**config.mk**
```make
export PLATFORM = sky130hd
export DESIGN_NAME = csa_pipe_flat
export DESIGN_NICKNAME = d
export VERILOG_FILES = /design/src/rtl/csa_pipe_if.sv /design/src/rtl/csa_pipe.sv /design/src/flat_wrapper.sv
export SDC_FILE = /design/constraint.sdc
export NUM_CORES = 1
export LEC_CHECK = 0
export CORE_MARGIN = 2
export CORE_UTILIZATION = 26
export CTS_CLUSTER_SIZE = 40
export DETAILED_ROUTE_END_ITERATION = 16
export PLACE_DENSITY = 0.51
export SETUP_SLACK_MARGIN = 0.05
export SLEW_MARGIN = 25
export SYNTH_ARGS = -nofsm -noshare
export SYNTH_HDL_FRONTEND = slang
export SYNTH_SLANG_ARGS = --single-unit
export TNS_END_PERCENT = 50
```
**constraint.sdc**
```tcl
create_clock -name clk -period 6.9 [get_ports clk]
set_clock_uncertainty 0.1 [all_clocks]
set_input_delay 1.38 -clock clk [delete_from_list [all_inputs] [get_ports clk]]
set_output_delay 1.38 -clock clk [all_outputs]
set_load 0.05 [all_outputs]
```
**src/rtl/csa_pipe_if.sv**
```systemverilog
// ============================================================================
// csa_pipe_if: operand/result stream bundle for csa_pipe (CSA_PIPE_OVF_EN adds ovf)
// Revision: 1.0
// ============================================================================
`default_nettype none

interface csa_pipe_if #(
  parameter int WIDTH = 16
);
  logic             in_valid;
  logic             in_ready;
  logic [WIDTH-1:0] a;
  logic [WIDTH-1:0] b;
  logic             cin;
  logic             out_valid;
  logic             out_ready;
  logic [WIDTH-1:0] sum;
  logic             cout;
`ifdef CSA_PIPE_OVF_EN
  logic             ovf;
`endif

  modport master (
    output in_valid, a, b, cin, out_ready,
`ifdef CSA_PIPE_OVF_EN
    input  ovf,
`endif
    input  in_ready, out_valid, sum, cout
  );

  modport slave (
    input  in_valid, a, b, cin, out_ready,
`ifdef CSA_PIPE_OVF_EN
    output ovf,
`endif
    output in_ready, out_valid, sum, cout
  );
endinterface

`default_nettype wire

```
**src/rtl/csa_pipe.sv**
```systemverilog
// ============================================================================
// csa_pipe: pipelined carry-select adder, one BLK-bit block per stage with a
//           valid/ready handshake. Macro CSA_PIPE_OVF_EN adds a signed ovf output.
// Revision: 1.0
// ============================================================================
`default_nettype none

module csa_pipe #(
  parameter int WIDTH = 16,
  parameter int BLK   = 4
) (
  input  logic        clk,
  input  logic        rst_n,
  csa_pipe_if.slave   bus
);

  localparam int NS = (BLK > 0) ? (WIDTH / BLK) : 1;

  if ((BLK < 1) || ((WIDTH % ((BLK > 0) ? BLK : 1)) != 0)) begin : g_bad_cfg
    $fatal(1, "csa_pipe: WIDTH (%0d) must be a positive multiple of BLK (%0d)", WIDTH, BLK);
  end

  logic advance;

  // The whole pipe freezes as one unit, so only the output stage gates the stall.
  assign advance      = !g_stage[NS-1].valid_q || bus.out_ready;
  assign bus.in_ready = advance;

  for (genvar k = 0; k < NS; k++) begin : g_stage
    localparam int IN_W   = WIDTH - k*BLK;
    localparam int DONE_W = (k+1)*BLK;

    logic [IN_W-1:0]   op_a;
    logic [IN_W-1:0]   op_b;
    logic              carry_in;
    logic              valid_in;
    logic [BLK:0]      blk_sum;
    logic [DONE_W-1:0] sum_d;
    logic [DONE_W-1:0] sum_q;
    logic              valid_q;
    logic              carry_q;

    if (k == 0) begin : g_head
      assign op_a     = bus.a;
      assign op_b     = bus.b;
      assign carry_in = bus.cin;
      assign valid_in = bus.in_valid;
      assign blk_sum  = {1'b0, op_a[BLK-1:0]} + {1'b0, op_b[BLK-1:0]}
                      + {{BLK{1'b0}}, carry_in};
      assign sum_d    = blk_sum[BLK-1:0];
    end else begin : g_body
      logic [BLK:0] sum_c0;
      logic [BLK:0] sum_c1;

      assign op_a     = g_stage[k-1].g_skew.a_q;
      assign op_b     = g_stage[k-1].g_skew.b_q;
      assign carry_in = g_stage[k-1].carry_q;
      assign valid_in = g_stage[k-1].valid_q;
      // Both carry hypotheses are formed up front; the registered carry only picks one.
      assign sum_c0   = {1'b0, op_a[BLK-1:0]} + {1'b0, op_b[BLK-1:0]};
      assign sum_c1   = {1'b0, op_a[BLK-1:0]} + {1'b0, op_b[BLK-1:0]}
                      + {{BLK{1'b0}}, 1'b1};
      assign blk_sum  = carry_in ? sum_c1 : sum_c0;
      assign sum_d    = {blk_sum[BLK-1:0], g_stage[k-1].sum_q};
    end

    always_ff @(posedge clk or negedge rst_n) begin
      if (!rst_n) begin
        valid_q <= 1'b0;
        carry_q <= 1'b0;
        sum_q   <= '0;
      end else if (advance) begin
        valid_q <= valid_in;
        carry_q <= blk_sum[BLK];
        sum_q   <= sum_d;
      end
    end

    if (k < NS-1) begin : g_skew
      logic [IN_W-BLK-1:0] a_q;
      logic [IN_W-BLK-1:0] b_q;

      always_ff @(posedge clk or negedge rst_n) begin
        if (!rst_n) begin
          a_q <= '0;
          b_q <= '0;
        end else if (advance) begin
          a_q <= op_a[IN_W-1:BLK];
          b_q <= op_b[IN_W-1:BLK];
        end
      end
    end

`ifdef CSA_PIPE_OVF_EN
    if (k == NS-1) begin : g_ovf
      logic ovf_d;
      logic ovf_q;

      // The last block carries the operand sign bits, so overflow resolves here.
      assign ovf_d = (op_a[IN_W-1] == op_b[IN_W-1]) && (blk_sum[BLK-1] != op_a[IN_W-1]);

      always_ff @(posedge clk or negedge rst_n) begin
        if (!rst_n) begin
          ovf_q <= 1'b0;
        end else if (advance) begin
          ovf_q <= ovf_d;
        end
      end
    end
`endif
  end

  assign bus.out_valid = g_stage[NS-1].valid_q;
  assign bus.sum       = g_stage[NS-1].sum_q;
  assign bus.cout      = g_stage[NS-1].carry_q;
`ifdef CSA_PIPE_OVF_EN
  assign bus.ovf       = g_stage[NS-1].g_ovf.ovf_q;
`endif

endmodule

`default_nettype wire
```
**src/flat_wrapper.sv**
```systemverilog
// flat-port wrapper written by rule: the top's interface ports become plain ports
module csa_pipe_flat 
#(
  parameter int WIDTH = 16,
  parameter int BLK   = 4
)
  (clk, rst_n, bus_in_valid, bus_a, bus_b, bus_cin, bus_out_ready, bus_in_ready, bus_out_valid, bus_sum, bus_cout);
  csa_pipe_if #(.WIDTH(WIDTH)) bus_i ();
  input  logic clk;
  input  logic rst_n;
  input wire logic [$bits(bus_i.in_valid)-1:0] bus_in_valid;
  input wire logic [$bits(bus_i.a)-1:0] bus_a;
  input wire logic [$bits(bus_i.b)-1:0] bus_b;
  input wire logic [$bits(bus_i.cin)-1:0] bus_cin;
  input wire logic [$bits(bus_i.out_ready)-1:0] bus_out_ready;
  output wire logic [$bits(bus_i.in_ready)-1:0] bus_in_ready;
  output wire logic [$bits(bus_i.out_valid)-1:0] bus_out_valid;
  output wire logic [$bits(bus_i.sum)-1:0] bus_sum;
  output wire logic [$bits(bus_i.cout)-1:0] bus_cout;
  assign bus_i.in_valid = bus_in_valid;
  assign bus_i.a = bus_a;
  assign bus_i.b = bus_b;
  assign bus_i.cin = bus_cin;
  assign bus_i.out_ready = bus_out_ready;
  assign bus_in_ready = bus_i.in_ready;
  assign bus_out_valid = bus_i.out_valid;
  assign bus_sum = bus_i.sum;
  assign bus_cout = bus_i.cout;
  csa_pipe #(.WIDTH(WIDTH), .BLK(BLK)) u_core (.clk(clk), .rst_n(rst_n), .bus(bus_i));
endmodule
```
# Word level (Yosys, flattened, before mapping)
# Index checks and enable logic that the tools add are counted.
# Widths: inputs -> output; s select.
# op_classes
n_mux,3
reduce_logical,2
n_addsub,8
# op_table
cell,count
$add 4x4->5,4
$add 5x1->5 const B,3
$mux 5,3
$add 5x1->5,1
$logic_not 1->1,1
$logic_or 1x1->1,1
# word_totals
register_bits,96
input_bits,37
output_inout_bits,19
word_cells,31

# Longest topological paths before layout
# logic_depth
word_depth,3
ltp_mapped,9
ltp_nobuf,9

# Least setup slack after synthesis
# OpenSTA, ideal clock, no wires.
# synth_path
path_kind,input-to-output
from,input bus_out_ready
to,output bus_in_ready
stages,5
required_time_ns,5.420
t_arrival_ns,2.127
path_slack_ns,3.293
path_cell_list,nor2b_1 > buf_2 > inv_1 > buf_2 > buf_2
# synth_via
elab_chain_len,1
# synth_rtl
item,line,text
start: declaration,flat_wrapper.sv:15,input wire logic [$bits(bus_i.out_ready)-1:0] bus_out_ready;
$logic_or 1x1->1,csa_pipe.sv:26,assign advance = !g_stage[NS-1].valid_q || bus.out_ready;
end: declaration,flat_wrapper.sv:16,output wire logic [$bits(bus_i.in_ready)-1:0] bus_in_ready;
# No other way between the ends.

# Worst setup path in the final report
# Same ends and word-level chain as after synthesis.

==> flow_summary.json <==
{
  "run_status": "complete, no violations",
  "synth_top_family_by_area": "simple AND/OR/NAND/NOR gates",
  "start_util": 0.2624,
  "cp_max_fo": 2,
  "postCtsResizedCells": 0,
  "p_seq_frac": 0.363,
  "cts-root-buf": "clkbuf_16",
  "grt_pass1_wl_um": 15660,
  "finalInstanceArea_um2": 5539,
  "synthTopCellsByArea": "dfrtp_1, nand2_1, ha_1, fa_1, buf_2",
  "coreArea_um2": 17120,
  "place_congestion": 0.7976,
  "setup_slack_ns": 2.622,
  "placed_area_um2": 5236,
  "num_vias": 3289,
  "synthArstFlopShare": 1.000,
  "synth_top_area_share": 0.5350,
  "first_pass_iters": 4,
  "cts_tree": "built",
  "cts_setup_buffers": 0,
  "end_kind": "output port",
  "area_delta_synth_final_pct": 23.35,
  "cp.required_ns": 5.42,
  "pre_cts_ws_ns": 2.608,
  "drv_slew": 0,
  "fin_nets": 603,
  "numCtsBuffers": 9,
  "fp.dieH_um": 135.4,
  "die_area_um2": 18340,
  "period_minus_slack_ns": 4.278,
  "grt-ovfl-total": 0,
  "synth_fa_ha_area_frac": 0.07244,
  "cp-startpoint": "bus_out_ready",
  "crit_type": "in -> out",
  "ant_nets": 0,
  "wirelength_um": 8619,
  "ys.flop_type": "dfrtp_1",
  "setup_viol_count_final": 0,
  "power.switching_uw": 1050,
  "max_slew_margin": 0.3801,
  "postSynthRegisterBits": 96,
  "crit_path_start_kind": "input pin",
  "fillers": 1832,
  "synth_edf_count": 0,
  "cp_slowest_cell": "clkdlybuf4s50_1",
  "antenna_found_initial": 0,
  "clkTransAtPathRegs_ns": 0.06,
  "fin_util": 0.3236,
  "grt_max_degree": 104,
  "drtIter0Drc": 180,
  "clkPwrFrac": 0.192,
  "placementRows": 48,
  "worstMarginPinSlew_ns": 0.9298,
  "viasPerCell": 4.260,
  "netlist_area_um2": 4491,
  "arrival_ns": 2.80,
  "min_period_over_period": 0.6201,
  "synthXorXnorAreaFrac": 0.02257,
  "wire_per_inst_um": 11.16,
  "rsz0062_at_grt": "false",
  "syn_inst": 499,
  "synth_most_common_cell": "nand2_1",
  "p_leak_uw": 0.002648,
  "vdd_drop_max_v": 0.0002421,
  "io_buffers": 55,
  "cts_buffer_depth": 2,
  "synth-simple-area-share": 0.2522,
  "p_int_uw": 1560,
  "synth_fp_nets": 559,
  "report.final.hold_viol_count": 0,
  "numClockSinks": 96,
  "track_usage": 0.1067,
  "yosys_warnings": 0,
  "synth_top_area_cell": "dfrtp_1",
  "die_x_um": 135.4,
  "crit_chain": "clkdlybuf4s50_1, nor2b_4, clkinv_2, clkdlybuf4s50_1",
  "diodes": 0,
  "crit_top_cell": "clkdlybuf4s50_1",
  "hold_path.class": "reg -> reg",
  "p_sw_frac": 0.4022,
  "postCtsHoldBufs": 0,
  "ys_seq_area_frac": 0.5350,
  "hold_start": "u_core.g_stage[2].valid_q",
  "max_freq_ghz": 0.2337,
  "syn_avg_cell_area_um2": 8.999,
  "clkLatencyLatePin_ns": 0.34,
  "p_comb_frac": 0.445,
  "synth_commonest_cells": "nand2_1, dfrtp_1, inv_1, ha_1, buf_2",
  "ios": 56,
  "tns_ns": 0,
  "ys_types": 30,
  "slowest_delay_ns": 0.79,
  "p_per_area_nw_per_um2": 471.2,
  "h-tree-depth": 3,
  "drive_above_1_share": 0.05667,
  "synthMuxAreaShare": 0,
  "synth_compound_area_frac": 0.07551,
  "grt_pass1_vias": 3374,
  "r2r_start": "u_core.g_stage[0].g_skew.b_q[0]",
  "dp_hpwl_um": 5557,
  "drc": 0,
  "maxCapViolCount": 0
}
[stage by stage]
stage | instances | total power [uW] | hold WS [ns]
6_report | 772 | 2610 | 0.3596
3_5_place_dp | 757 | 2135 | 0.3477
4_1_cts | 772 | 2657 | 0.3628
2_1_floorplan | 499 | 1829 | 0.3300
3_3_place_gp | 757 | 2108 | 0.3404
5_1_grt | 772 | 2843 | 0.3854
[cell type report]
class / instances / area [um2] / share of cell area
Sequential cell: 96 / 2402 / 0.4337
Inverter: 20 / 76.32 / 0.01378
Tap cell: 225 / 281.5 / 0.05082
Clock inverter: 2 / 38.79 / 0.007002
Multi-Input combinational cell: 358 / 1906 / 0.3440
Timing Repair Buffer: 58 / 574.3 / 0.1037
Clock buffer: 13 / 260.3 / 0.04698
[power by group through the flow]
stage               clock network, uW  logic [uW]  registers [uW]
floorplan                           0         731            1100
detailed placement                  0        1170             963
global route                      540        1320             985
global placement                    0        1150             954
finish                            502        1160             947
CTS                               523        1180             953
[state kept, by name, indices dropped and copies added (netlist names)]
register / flops
u_core.g_stage.sum_q: 24
u_core.g_stage.g_skew.a_q: 24
u_core.g_stage.carry_q: 3
u_core.bus.out_valid: 1
u_core.bus.sum: 16
u_core.g_stage.g_skew.b_q: 24
u_core.g_stage.valid_q: 3
u_core.bus.cout: 1
[logic make-up (layout without fill, tap and decap cells)]
kind of cell    Yosys count  count (layout)
fa+ha+maj                23              23
flops                    96              96
xor+xnor                  9               9
compound gates           48              48
simple gates            278             278
buf+inv                  45              93
[cell usage in the layout (no fill, tap or decap), types with 2 or more instances in the layout]
| cell type | n |
|---|---|
| and3b_1 | 3 |
| xnor2_1 | 6 |
| dfrtp_1 | 96 |
| xor2_2 | 3 |
| clkdlybuf4s50_1 | 54 |
| o21ai_1 | 3 |
| o211ai_1 | 3 |
| a21boi_0 | 4 |
| clkbuf_16 | 9 |
| nor4_1 | 3 |
| o221a_2 | 3 |
| inv_1 | 19 |
| nand3b_1 | 3 |
| nor2b_1 | 5 |
| fa_1 | 5 |
| a21oi_1 | 12 |
| clkbuf_8 | 2 |
| ha_1 | 18 |
| nor4bb_1 | 3 |
| clkbuf_1 | 2 |
| o21ai_0 | 13 |
| a2111oi_2 | 3 |
| buf_4 | 3 |
| a211oi_2 | 3 |
| o21a_1 | 3 |
| nand2_1 | 230 |
| nor3_1 | 6 |
| nor2_1 | 16 |
| nand3_1 | 6 |
[routing by layer]
layer | up-vias | global-route usage | part of all wire
met5 | - | 0 | 0
met4 | 0 | 0.04514 | 0.019
met3 | 13 | 0.02357 | 0.031
met2 | 43 | 0.1746 | 0.46
met1 | 1558 | 0.1367 | 0.49
li1 | 1675 | - | -
[critical path, delay by kind of cell]
family,cells,cell delay [ns]
buf+inv,3,1.36
simple gates,1,0.06
[worst paths after layout]
check | to | slack (ns) | cells after the start
max in group asynchronous | u_core.g_stage[1].g_skew.a_q[2] | 4.65 | 2
hold / removal | u_core.g_stage[2].valid_q | 0.36 | 2
min in group asynchronous | u_core.g_stage[1].sum_q[7] | 0.92 | 1
setup reg to reg | u_core.g_stage[1].carry_q | 4.54 | 9
hold reg to reg | u_core.g_stage[2].valid_q | 0.36 | 2
setup / recovery | bus_in_ready | 2.62 | 4
Note: power is estimated with default switching activity, not from simulation.
